## src/rtl/uart_pkg.sv

```systemverilog
// Shared UART definitions: receiver state encoding, frame width and line idle level.
// Used by both the receiver and the transmitter; contains no logic.
package uart_pkg;

    typedef enum logic [2:0] {
        IDLE,
        START,
        DATA,
        STOP,
        BREAK
    } uart_state_t;

    localparam int   UART_DATA_BITS  = 8;
    localparam logic UART_IDLE_LEVEL = 1'b1;

endpackage

```

## src/rtl/uart_sync2.sv

```systemverilog
// Two-flop synchronizer for an asynchronous single-bit input; reset value is a parameter.
// Latency 2 clk; no flow control.
module uart_sync2 #(
    parameter logic RESET_VAL = 1'b0
) (
    input  logic clk,
    input  logic rst,
    input  logic d,
    output logic q
);

    logic meta;

    always_ff @(posedge clk) begin
        if (rst) begin
            meta <= RESET_VAL;
            q    <= RESET_VAL;
        end else begin
            meta <= d;
            q    <= meta;
        end
    end

endmodule

```

## src/rtl/uart_rx.sv

```systemverilog
// 8N1 UART receiver: centre-samples each bit and pulses valid (or frame_err on a low stop bit).
// Result appears 2 + HALF_BIT + 9*CLKS_PER_BIT + 1 cycles after the pin edge; no backpressure.
module uart_rx
    import uart_pkg::*;
#(
    parameter int CLKS_PER_BIT = 16,
    parameter int HALF_BIT     = CLKS_PER_BIT / 2
) (
    input  logic                      clk,
    input  logic                      rst,
    input  logic                      rx,
    output logic [UART_DATA_BITS-1:0] data,
    output logic                      valid,
    output logic                      frame_err,
    output logic                      busy
);

    localparam int CNT_W = $clog2(CLKS_PER_BIT);
    localparam int IDX_W = $clog2(UART_DATA_BITS);

    localparam logic [CNT_W-1:0] CNT_HALF_LAST = CNT_W'(HALF_BIT - 1);
    localparam logic [CNT_W-1:0] CNT_BIT_LAST  = CNT_W'(CLKS_PER_BIT - 1);
    localparam logic [IDX_W-1:0] IDX_LAST      = IDX_W'(UART_DATA_BITS - 1);

    logic                      rx_s;
    uart_state_t               state, state_n;
    logic [CNT_W-1:0]          cnt, cnt_n;
    logic [IDX_W-1:0]          bit_idx, bit_idx_n;
    logic [UART_DATA_BITS-1:0] shreg, shreg_n;
    logic [UART_DATA_BITS-1:0] data_n;
    logic                      valid_n;
    logic                      frame_err_n;

    // Both stages reset to the idle level so leaving reset never looks like a start bit.
    uart_sync2 #(
        .RESET_VAL(UART_IDLE_LEVEL)
    ) u_sync (
        .clk(clk),
        .rst(rst),
        .d  (rx),
        .q  (rx_s)
    );

    always_ff @(posedge clk) begin
        if (rst) begin
            state     <= IDLE;
            cnt       <= '0;
            bit_idx   <= '0;
            shreg     <= '0;
            data      <= '0;
            valid     <= 1'b0;
            frame_err <= 1'b0;
        end else begin
            state     <= state_n;
            cnt       <= cnt_n;
            bit_idx   <= bit_idx_n;
            shreg     <= shreg_n;
            data      <= data_n;
            valid     <= valid_n;
            frame_err <= frame_err_n;
        end
    end

    always_comb begin
        state_n     = state;
        cnt_n       = cnt;
        bit_idx_n   = bit_idx;
        shreg_n     = shreg;
        data_n      = data;
        valid_n     = 1'b0;
        frame_err_n = 1'b0;

        unique case (state)
            IDLE: begin
                if (rx_s == 1'b0) begin
                    state_n = START;
                    cnt_n   = '0;
                end
            end

            START: begin
                if (cnt == CNT_HALF_LAST) begin
                    cnt_n = '0;
                    // A line that is high again at the start-bit centre was only a glitch.
                    if (rx_s == 1'b0) begin
                        state_n   = DATA;
                        bit_idx_n = '0;
                    end else begin
                        state_n = IDLE;
                    end
                end else begin
                    cnt_n = cnt + CNT_W'(1);
                end
            end

            DATA: begin
                if (cnt == CNT_BIT_LAST) begin
                    cnt_n            = '0;
                    shreg_n[bit_idx] = rx_s;
                    if (bit_idx == IDX_LAST) begin
                        state_n = STOP;
                    end else begin
                        bit_idx_n = bit_idx + IDX_W'(1);
                    end
                end else begin
                    cnt_n = cnt + CNT_W'(1);
                end
            end

            STOP: begin
                if (cnt == CNT_BIT_LAST) begin
                    cnt_n = '0;
                    // Returning to IDLE mid-stop-bit lets a back-to-back start edge be caught.
                    if (rx_s == 1'b1) begin
                        data_n  = shreg;
                        valid_n = 1'b1;
                        state_n = IDLE;
                    end else begin
                        frame_err_n = 1'b1;
                        state_n     = BREAK;
                    end
                end else begin
                    cnt_n = cnt + CNT_W'(1);
                end
            end

            BREAK: begin
                if (rx_s == 1'b1) begin
                    state_n = IDLE;
                end
            end

            default: begin
                state_n = IDLE;
            end
        endcase
    end

    assign busy = (state != IDLE);

endmodule

```

## config.mk

```make
export PLATFORM = sky130hd
export DESIGN_NAME = uart_rx
export DESIGN_NICKNAME = d
export VERILOG_FILES = /design/src/rtl/uart_pkg.sv /design/src/rtl/uart_sync2.sv /design/src/rtl/uart_rx.sv
export SDC_FILE = /design/constraint.sdc
export NUM_CORES = 1
export LEC_CHECK = 0
export ABC_AREA = 0
export CAP_MARGIN = 40
export CORE_MARGIN = 4
export CORE_UTILIZATION = 30
export DETAILED_ROUTE_END_ITERATION = 8
export GPL_TIMING_DRIVEN = 0
export PLACE_DENSITY_LB_ADDON = 0.1
export SLEW_MARGIN = 20
export SYNTH_ARGS = -nofsm -noshare
export SYNTH_HDL_FRONTEND = slang
export SYNTH_SLANG_ARGS = --single-unit
```

## constraint.sdc

```tcl
create_clock -name clk -period 4.97 [get_ports clk]
set_clock_uncertainty 0.05 [all_clocks]
set_input_delay 1.491 -clock clk [delete_from_list [all_inputs] [get_ports clk]]
set_output_delay 1.491 -clock clk [all_outputs]
set_load 0.02 [all_outputs]
```

Word-level counts from Yosys, hierarchy flattened
Index checks and enable logic that the tools add are counted. Widths: inputs -> output; s select.

Output and inout port bits: 11. Word-level logic and storage cells: 65. Input port bits: 3. Register bits: 30.

$add $sub $neg: 2. Multiplexer cells: 23. Reduce and logical (&&, ||, !) cells: 12. $lt $le $gt $ge: 2. Bitwise operators: 2. Eq/ne operators: 15.

Operators with widths (count): $mux 3 (11); $pmux 3 s5 (1); $ne 2x2->1 const B (7); $mux 4 (3); $pmux 4 s3 (1); $bwmux 8 (1); $eq 3x2->1 const B (2); $eq 3x3->1 const B (2); $pmux 3 s2 (1); $reduce_and 6->1 (1); $reduce_bool 3->1 (2); $reduce_and 5->1 (1); $add 4x1->4 const B (1); $eq 4x3->1 const B (1); $eq 4x4->1 const B (1); $lt 3x4->1 const B (1); $reduce_and 2->1 (2); $add 3x1->3 const B (1); $demux 1 s3 (1); $eq 3x1->1 const B (1); $ge 3x1->1 const B (1); $logic_not 3->1 (1); $mux 1 (3); $reduce_and 3->1 (1); other kinds (7) (8).

Logic depth before layout (Yosys ltp)
Depth in word-level cells: 5. Mapped depth: 7.

Modules after synthesis
Synthesis repeated with hierarchy kept, for this count alone.

Cells, all modules: 146. Area total of the unflattened synthesis: 1432.6 µm².

Modules (own cells, without submodules): uart_rx (area each 1380.1 µm², instances 1, cells an instance 142); uart_sync2 (area each 52.6 µm², instances 1, cells an instance 4).

Least setup slack after synthesis
No wires, ideal clock.

Path kind: reg-to-output. Start: register state[2]. End: output busy. Slack: 2.405 ns. Cell stages (with the launch flop): 4. Arrival time: 1.024 ns. Path buffers: 2. Path through: dfxtp_1 buf_6 buf_6 or3_2.

Longest elaborated chain between the ends: 1.

Ends and longest elaborated chain: from (decl) (RTL line uart_rx.sv:26) `uart_state_t state, state_n;`; from (signal assigned) (RTL line uart_rx.sv:54) `state <= state_n;`; $reduce_bool 3->1 (RTL line uart_rx.sv:139) `assign busy = (state != IDLE);`; to (decl) (RTL line uart_rx.sv:15) `output logic busy`.

No other way between the ends.

Worst setup path in the final report
Ends and elaborated chain as after synthesis.

==> impl_summary.md <==
Critical path
The data arrival time of the critical path is ~1.8 ns. The required time of the worst setup path is approximately 3.4 ns. STA classifies the critical path startpoint as a flip-flop. STA classifies the critical path endpoint as an output pin. In this run the worst path has a maximum fanout of 10. The classification of the worst setup path is flip-flop to output pin.

Synth
The simple-gate share of the synthesized area is 0.248. Of the total synthesized cell area, the portion taken by XOR and XNOR cells is 0.0119. The post-synthesis compound-gate area fraction was 0.0887. Synthesis inferred 30 register bits. Synthesis instantiated 42 different standard cells from the library. The dominant register cell in the synthesized netlist is dfxtp_1. The net count after synthesis is 150.

The mean post-synth cell area is 10.2 um^2. The share of synthesized area occupied by flip-flops and latches is 0.410. The synthesized instance count is 144. The number of synthesized flops with an enable pin is 0.

The yosys synthesis warning count is 0. The fraction of registers with async set/reset is 0. Measured against the total synthesized area, the mux share comes to 0.133. The netlist area before placement is 1470 um^2. The adder-cell share of the synthesized area is 0.0256. By area, the combinational part of the netlist is dominated by simple AND/OR/NAND/NOR gates.

Clocking
The total number of H-tree levels is 2. The worst-skew pair later-pin latency is 0.28 ns. Clock tree synthesis selected as its root buffer the cell clkbuf_8.

The number of clock buffers inserted by TritonCTS is 5. TritonCTS built the clock tree. Buffers added to address setup during post-CTS repair amount to 0.

The clock drives 30 sinks. For this design, the CTS-stage hold fixing added 0 buffers. The maximum buffer depth of the clock tree is 2. The clock slew at the register clock pins of the worst setup and hold paths is 0.06 ns.

The post-cts sizing count is 0.

Layout
With fillers left out, the area of the finished cells amounts to 1770 um^2. After the flow finishes, the layout carries non-filler instances totaling 232. Leaving out fill and tap cells, the most frequent cell in the layout is dfxtp_1.

The number of antenna diodes in the final layout is 0. In the layout the commonest cells are dfxtp_1, nor2_1, mux2i_1. For this run, the post-layout net count is 170. The synthesis-to-finish area growth is 20.8%. The share of layout cells above drive strength 1 is 0.170.

Timing
Setup slack closes at roughly 1.6 ns. The post-route setup TNS is 0 ns. In the finished design, the share of the clock period the worst path needs comes to 0.674. Based on the critical path, the design can be clocked at up to 299 MHz.

The number of hold violations in the final report is 0. The clock period minus worst slack is 3.35 ns. The final-report max-slew violation count is 0. The transition at the pin with the smallest max-transition slack is 0.509 ns. Setup repair after global routing left no endpoint under its margin. In this run the tightest slew margin relative to its limit is 0.661. The number of setup violations in the final report is 0.

Outcome
The flow ran to the end, and the final reports show no timing, DRC or antenna violations.

Floorplan
The initialized floorplan defines 25 standard-cell rows. For this configuration, the core starts out at a cell density of 0.310. The floorplan step defined a die boundary enclosing 6070 um^2.

The number of placed I/O pins is 14. The floorplan step set the die width to 77.9 um. The placeable core area is 4720 um^2. Measured along the y axis, the die boundary spans 77.9 um.

Drt
The count of nets left with antenna violations once routing finished came out at 0. The first detailed-routing pass ran for 5 iterations. The number of remaining DRC errors is 0. Summing over every cut layer, the via total after detailed routing is 1111.

In this run, the number of DRC markers left after iteration 0 of detailed routing was 82. Using the TritonRoute via totals, the vias-per-cell ratio works out to 4.79. The mean routed wirelength per cell is 13.5 um. After detailed routing, the total wire length is between 3000 and 4000 um.

Hold path
The type of the most critical hold path is flip-flop to flip-flop.

Global routing
The initial antenna violation count is 0. The global-route wire length before repair is 5640 um. The leftover overflow at the end of global routing is 0. The number of global-route vias before repair is 1107. In the global route stage, overall resource usage came out at 0.119. The pin count of the biggest net entering global routing is 11.

Power
The largest vdd supply drop is 0.000128 V. The power per cell area is between 200 and 300 nW/um^2. In this run the static leakage power is 0.000632 uW.

Placed design
The number of placed instances, taps included, is roughly 220. The number of port buffers is 13. The post-detailed-placement cell area is about 1700 um^2.

After legalization and detailed placement, the total HPWL measured 2240 um. At the end of routability-driven placement, the weighted congestion stood at roughly 0.76. The minimum setup slack after placement is 1.92 ns.

Job
The number of max-cap violations is 0.
[final cells by class]
class | instances | area (um^2)
fill | 485 | 2950
multi-input combinational | 99 | 744
sequential | 30 | 601
timing repair buffer | 13 | 130
buffer | 13 | 114
clock buffer | 7 | 86.3
tap | 67 | 83.8
inverter | 2 | 7.51
clock inverter | 1 | 5.00
[synth_stat cells, types with 2 or more instances]
master / instances / area [um^2]
nor2_1: 25 / 93.8
or2_2: 2 / 12.5
a22o_1: 2 / 17.5
nor4b_4: 2 / 47.6
inv_1: 2 / 7.51
clkbuf_1: 2 / 7.51
nor3b_1: 3 / 22.5
nor3_1: 4 / 20.0
buf_6: 8 / 90.1
a22oi_1: 2 / 15.0
nor4_1: 3 / 18.8
dfxtp_1: 30 / 601
nand3_1: 7 / 35.0
ha_1: 3 / 37.5
and3_1: 2 / 12.5
mux2i_1: 18 / 180
nand4_1: 4 / 25.0
[cells by family (layout without fill, tap and decap cells)]
logic type,Yosys count,count (layout)
flip-flops,30,30
multiplexers,19,19
AO/OA/AOI/OAI,15,15
XOR/XNOR,2,2
AND/OR/NAND/NOR,60,60
adder cells (fa/ha/maj),3,3
buffers and inverters,15,36
[path summary, 6_finish.rpt]
check	from	end	slack, ns	depth (start not counted)
setup / recovery	state[2]	busy	1.62	4
hold / removal	u_sync.meta	u_sync.q	0.36	1
setup reg to reg	bit_idx[0]	bit_idx[0]	3.17	6
hold reg to reg	u_sync.meta	u_sync.q	0.36	1
[flip-flops by register name, summed over array words and instances, names as in the netlist]
register and flops:
u_sync.q 1, valid 1, bit_idx 3, data 8
frame_err 1, state 3, shreg 8, cnt 4
u_sync.meta 1
[worst max-delay path: stages (launching register included)]
cell and delay, ns:
dfxtp_1 0.31, buf_6 0.14, buf_6 0.14, or3_2 0.40, clkdlybuf4s50_1 0.55
[metrics by stage]
| step | total power (uW) | util | hold slack (ns) |
|---|---|---|---|
| after floorplan | 263 | - | 0.339 |
| after global placement | 269 | 0.356 | 0.345 |
| after detailed placement | 269 | 0.356 | 0.348 |
| after CTS | 474 | 0.375 | 0.363 |
| after global routing | 489 | 0.375 | 0.379 |
| final | 463 | 0.375 | 0.360 |
[power by group]
| part | switching [uW] | internal, uW |
|---|---|---|
| registers | 0.913 | 242 |
| clock network | 88.2 | 111 |
| logic | 11.9 | 8.64 |
[metal layers]
layer  vias to the layer above  track usage  share of wire
met5                         -            0              0
met4                         0       0.0472          0.020
met3                         7       0.0348          0.033
met2                        18        0.179           0.47
met1                       527        0.158           0.48
li1                        559            -              -
(Power assumes the default switching activity.)
